--- src/rtl/imem_pkg.sv ---
// Shared constants and state type for the instruction-memory loader.
package imem_pkg;

    localparam int unsigned IMEM_ADDR_W = 6;
    localparam int unsigned IMEM_DEPTH  = 64;
    localparam logic [31:0] HALT_WORD   = 32'h0000_007F;

    typedef enum logic [1:0] {
        COLLECT,
        WRITE,
        DONE
    } loader_state_e;

endpackage : imem_pkg

--- src/rtl/byte_packer.sv ---
// Packs a stream of accepted bytes little-endian into 32-bit words.
// The top byte is never stored; word/word_valid present it directly so the
// completed word is usable on the same edge that accepts byte 3.
module byte_packer (
    input  logic        clk,
    input  logic        rst,
    input  logic        clear,
    input  logic        accept,
    input  logic [7:0]  in_data,
    output logic [31:0] word,
    output logic        word_valid
);

    logic [1:0]  byte_cnt_q;
    logic [23:0] low_q;

    // Byte counter and storage for the three low bytes of the word
    always_ff @(posedge clk or posedge rst) begin
        if (rst) begin
            byte_cnt_q <= '0;
            low_q      <= '0;
        end else if (clear) begin
            byte_cnt_q <= '0;
            low_q      <= '0;
        end else if (accept) begin
            case (byte_cnt_q)
                2'd0:    low_q[7:0]   <= in_data;
                2'd1:    low_q[15:8]  <= in_data;
                2'd2:    low_q[23:16] <= in_data;
                default: ;
            endcase
            byte_cnt_q <= byte_cnt_q + 2'd1;
        end
    end

    // Completed word is the stored low bytes plus the byte arriving now
    always_comb begin
        word       = {in_data, low_q};
        word_valid = accept && (byte_cnt_q == 2'd3);
    end

endmodule : byte_packer

--- src/rtl/imem_loader.sv ---
// Instruction-memory loader: writes a byte-streamed program to consecutive
// word addresses and holds the CPU until HALT_WORD or the memory is full.
module imem_loader
    import imem_pkg::*;
#(
    parameter int unsigned ADDR_W    = imem_pkg::IMEM_ADDR_W,
    parameter int unsigned DEPTH     = imem_pkg::IMEM_DEPTH,
    parameter logic [31:0] HALT_WORD = imem_pkg::HALT_WORD
) (
    input  logic              clk,
    input  logic              reset,
    input  logic [7:0]        in_data,
    input  logic              in_valid,
    output logic              in_ready,
    input  logic              reload,
    output logic [ADDR_W-1:0] mem_addr,
    output logic [31:0]       mem_data,
    output logic              mem_wren,
    output logic              cpu_hold,
    output logic              done,
    output logic              overflow,
    output logic [ADDR_W:0]   word_count
);

    loader_state_e     state_q;
    logic [ADDR_W-1:0] word_addr_q;
    logic [ADDR_W-1:0] mem_addr_q;
    logic [31:0]       mem_data_q;
    logic              mem_wren_q;
    logic              cpu_hold_q;
    logic              done_q;
    logic              overflow_q;
    logic              in_ready_q;
    logic [ADDR_W:0]   word_count_q;

    logic              accept;
    logic              clear;
    logic [31:0]       word;
    logic              word_valid;

    // Handshake and packer control
    always_comb begin
        accept = in_valid && in_ready_q;
        clear  = (state_q == DONE) && reload;
    end

    byte_packer u_packer (
        .clk        (clk),
        .rst        (reset),
        .clear      (clear),
        .accept     (accept),
        .in_data    (in_data),
        .word       (word),
        .word_valid (word_valid)
    );

    // Loader FSM with all outputs registered alongside the state
    always_ff @(posedge clk or posedge reset) begin
        if (reset) begin
            state_q      <= COLLECT;
            word_addr_q  <= '0;
            mem_addr_q   <= '0;
            mem_data_q   <= '0;
            mem_wren_q   <= 1'b0;
            cpu_hold_q   <= 1'b1;
            done_q       <= 1'b0;
            overflow_q   <= 1'b0;
            in_ready_q   <= 1'b1;
            word_count_q <= '0;
        end else begin
            case (state_q)
                COLLECT: begin
                    if (word_valid) begin
                        state_q    <= WRITE;
                        mem_wren_q <= 1'b1;
                        mem_addr_q <= word_addr_q;
                        mem_data_q <= word;
                        in_ready_q <= 1'b0;
                    end
                end
                WRITE: begin
                    mem_wren_q   <= 1'b0;
                    word_count_q <= word_count_q + 1'b1;
                    if (mem_data_q == HALT_WORD) begin
                        state_q    <= DONE;
                        done_q     <= 1'b1;
                        cpu_hold_q <= 1'b0;
                        overflow_q <= 1'b0;
                    end else if (word_addr_q == ADDR_W'(DEPTH - 1)) begin
                        state_q    <= DONE;
                        done_q     <= 1'b1;
                        cpu_hold_q <= 1'b0;
                        overflow_q <= 1'b1;
                    end else begin
                        state_q     <= COLLECT;
                        word_addr_q <= word_addr_q + 1'b1;
                        in_ready_q  <= 1'b1;
                    end
                end
                DONE: begin
                    if (reload) begin
                        state_q      <= COLLECT;
                        word_addr_q  <= '0;
                        word_count_q <= '0;
                        cpu_hold_q   <= 1'b1;
                        done_q       <= 1'b0;
                        overflow_q   <= 1'b0;
                        in_ready_q   <= 1'b1;
                    end
                end
                default: state_q <= COLLECT;
            endcase
        end
    end

    // Drive ports from their registers
    always_comb begin
        in_ready   = in_ready_q;
        mem_addr   = mem_addr_q;
        mem_data   = mem_data_q;
        mem_wren   = mem_wren_q;
        cpu_hold   = cpu_hold_q;
        done       = done_q;
        overflow   = overflow_q;
        word_count = word_count_q;
    end

endmodule : imem_loader

--- config.mk ---
export PLATFORM = sky130hd
export DESIGN_NAME = imem_loader
export DESIGN_NICKNAME = d
export VERILOG_FILES = /design/src/rtl/imem_pkg.sv /design/src/rtl/byte_packer.sv /design/src/rtl/imem_loader.sv
export SDC_FILE = /design/constraint.sdc
export NUM_CORES = 1
export LEC_CHECK = 0
export BUFFER_PORTS_ARGS = -buffer_cell sky130_fd_sc_hd__buf_2
export CORE_AREA = 2 2 96 79
export DETAILED_ROUTE_END_ITERATION = 12
export DIE_AREA = 0 0 98 81
export PLACE_DENSITY = 0.84
export SLEW_MARGIN = 20
export SYNTH_ARGS = -nofsm -noshare
export SYNTH_HDL_FRONTEND = slang
export SYNTH_SLANG_ARGS = --single-unit
--- constraint.sdc ---
create_clock -name clk -period 3.1 [get_ports clk]
set_input_delay 0.155 -clock clk [delete_from_list [all_inputs] [get_ports clk]]
set_output_delay 0.155 -clock clk [all_outputs]
set_load 0.05 [all_outputs]
==> impl_metrics.yaml <==
timing:
  relSlewSlack_pct: 36.40
  max_clock_freq_mhz: 451.0
  rsz0062_at_grt: "false"
  setup_viol: 0
  hold_ws_ns: -0.02570
  slew_violations: 0
  finalSetupTns_ns: 0
  post-route-min-period_ns: 2.217
  finalCritPeriodShare_pct: 71.52
  tightest_slew_ns: 0.9541
  skew_ns: 0.008056
  finalHoldViolCount: 24
setup_path:
  critPathKind: "reg -> reg"
  end_kind: "flip-flop"
  critPathLaunchType: "flip-flop"
  worst-path-max-fanout: 17
  cp.required_ns: 3.33
  worstPathArrival_ns: 2.45
clock_network:
  clk_latency_ns: 0.35
  cts_tree: "yes"
  post-cts-setup-buffers: 0
  clockRootBuffer: "clkbuf_8"
  path_clk_slew_ns: 0.08
  postCtsHoldBufs: 0
  cts_sinks: 84
  ctsResizeCount: 0
  cts_max_level: 3
  numCtsBuffers: 9
  cts_buffer_depth: 2
job:
  drv_cap: 0
final_layout:
  nFillCells: 552
  seq_area_sq_um: 2105
  fin_util_pct: 62.07
  multi_input_area_sq_um: 1599
  finalNetCount: 393
  drive_above_1_share_pct: 35.37
  antennaDiodeCount: 0
  stdcell_count: 466
  area_growth_pct: 15.75
yosys:
  synthesis.area_sq_um: 3814
  ys_seq_area_share_pct: 55.18
  netlist_instances: 310
  synth.top_cells.by_count: "dfrtp_1 (82), mux2_2 (36), nor2_1 (32)"
  synth_top_area_share_pct: 53.81
  synth_seq_cells: 84
  synthArstFlopShare_pct: 100.0
  synth_edf_count: 0
  synth_most_common_cell: "dfrtp_1"
  yosysWarnings: 0
  synth_largest_area_cell: "dfrtp_1"
  ys_top_cells_by_area: "dfrtp_1 (54%), mux2_2 (11%), mux2i_1 (6.6%)"
  synth_nets: 332
  synth.distinct_cells: 48
  syn_area_per_cell_sq_um: 12.30
  synthFlopType: "dfrtp_1"
min_path:
  hp-class: "in -> async"
die:
  initial_utilization_pct: 53.62
  die_area_sq_um: 7938
  die_h_microns: 81
  core_area_sq_um: 7112
  die-width_microns: 98
  io_pins: 62
  num_rows: 28
outcome:
  run_status: "complete, but fails checks"
  violations: "negative hold slack"
global_routing:
  antenna_found_initial: 0
  grt_pass1_vias: 2630
  grt_max_degree: 55
  grt_pass1_wl_mm: 13.30
  grt_overflow_total: 0
  grt.total_usage_pct: 21.84
power:
  vdd_drop_max_mv: 0.2487
  leakage_nw: 2.464
  power_density_nw_per_um2: 440.2
route:
  wirelength_mm: 8.086
  drt-initial-drc-count: 145
  viasPerCell: 5.624
  drcViolationCount: 0
  vias: 2621
  drt_first_pass_iters: 4
  antenna_left: 0
  wl_per_cell_microns: 17.35
placement:
  portBuffers: 61
  dp_hpwl_mm: 5.655
  gp_congestion: 0.8386
  placed_cells: 450
-- final timing paths --
| check | start | endpoint | slack [ns] | cells after the start |
|---|---|---|---|---|
| max | state_q[0] | word_count[6] | 0.88 | 7 |
| min | reset | word_count[6] | -0.03 | 2 |
| max reg2reg | state_q[0] | word_count[6] | 0.88 | 7 |
| min reg2reg | mem_addr[5] | mem_addr[5] | 0.50 | 2 |
| max in group asynchronous | reset | in_ready | 2.40 | 3 |
| min in group clk | in_data[1] | mem_data[25] | 0.12 | 2 |
-- state kept, by name (all words and copies together), names as in the netlist --
register / count
mem_data: 32
u_packer.low_q: 24
word_count: 7
mem_addr: 6
word_addr_q: 6
state_q: 2
u_packer.byte_cnt_q: 2
cpu_hold: 1
done: 1
in_ready: 1
mem_wren: 1
overflow: 1
-- area by class of cell --
cell class                 count  area share (%)
clock inverter                 6           1.587
inverter                      11          0.9637
tap                           90           2.551
multi-input combinational    200           36.22
clock buffer                  10           3.118
timing repair buffer          65           7.880
sequential                    84           47.68
-- report_power, final --
group | internal [mW] | switching (mW) | total [mW]
Sequential | 1.09 | 0 | 1.09
Combinational | 0.00983 | 0.0340 | 0.0439
Clock | 0.400 | 0.405 | 0.805
Total | 1.50 | 0.439 | 1.94
-- metrics by stage --
step / power [mW] / worst slack, ns / area, sq um
5_1_grt: 2.019 / 0.7491 / 4414
3_3_place_gp: 1.160 / 1.078 / 4207
3_5_place_dp: 1.162 / 0.9693 / 4207
2_1_floorplan: 1.137 / 0.7832 / 3814
4_1_cts: 1.961 / 0.9005 / 4414
6_report: 1.943 / 0.8829 / 4414
-- cell families after synthesis --
group | Yosys count | synth area share, %
muxes | 63 | 17.88
DFF | 84 | 55.18
xor gates and xnor gates | 5 | 1.149
buffers and inverters | 26 | 2.887
AOI/OAI and AO/OA | 42 | 7.382
and+or+nand+nor | 80 | 12.24
adders and majority gates | 10 | 3.281
-- placed cells by master (no fill, tap or decap), drive strengths merged, types with 2 or more instances in the layout --
master / instances
or3: 2
xor2: 2
o211ai: 2
xnor2: 3
and3: 3
dfrtp: 82
dfstp: 2
nand2: 13
buf: 65
o22ai: 3
clkbuf: 10
o21ai: 16
a21boi: 2
nand4: 5
nor2: 32
o21a: 2
nand3: 9
a21oi: 8
inv: 12
ha: 10
clkinvlp: 3
mux2: 38
a31oi: 4
mux2i: 25
nor2b: 3
nor4: 4
nor4b: 2
-- worst max-delay path, stage by stage (launching register included) --
cell     delay [ns]
dfrtp_1        0.41
inv_1          0.10
ha_1           0.51
mux2_2         0.44
and4_1         0.23
nand3_1        0.12
xor2_1         0.23
nor2_1         0.06
-- layer usage --
metal | routed length [microns] | GRT usage, % | share of wire [%]
met5 | 0 | 0 | 0
met4 | 104 | 6.111 | 1.3
met3 | 527 | 7.143 | 6.5
met2 | 3765 | 32.53 | 47
met1 | 3688 | 31.01 | 46
Power figures use the tool's default switching activity.
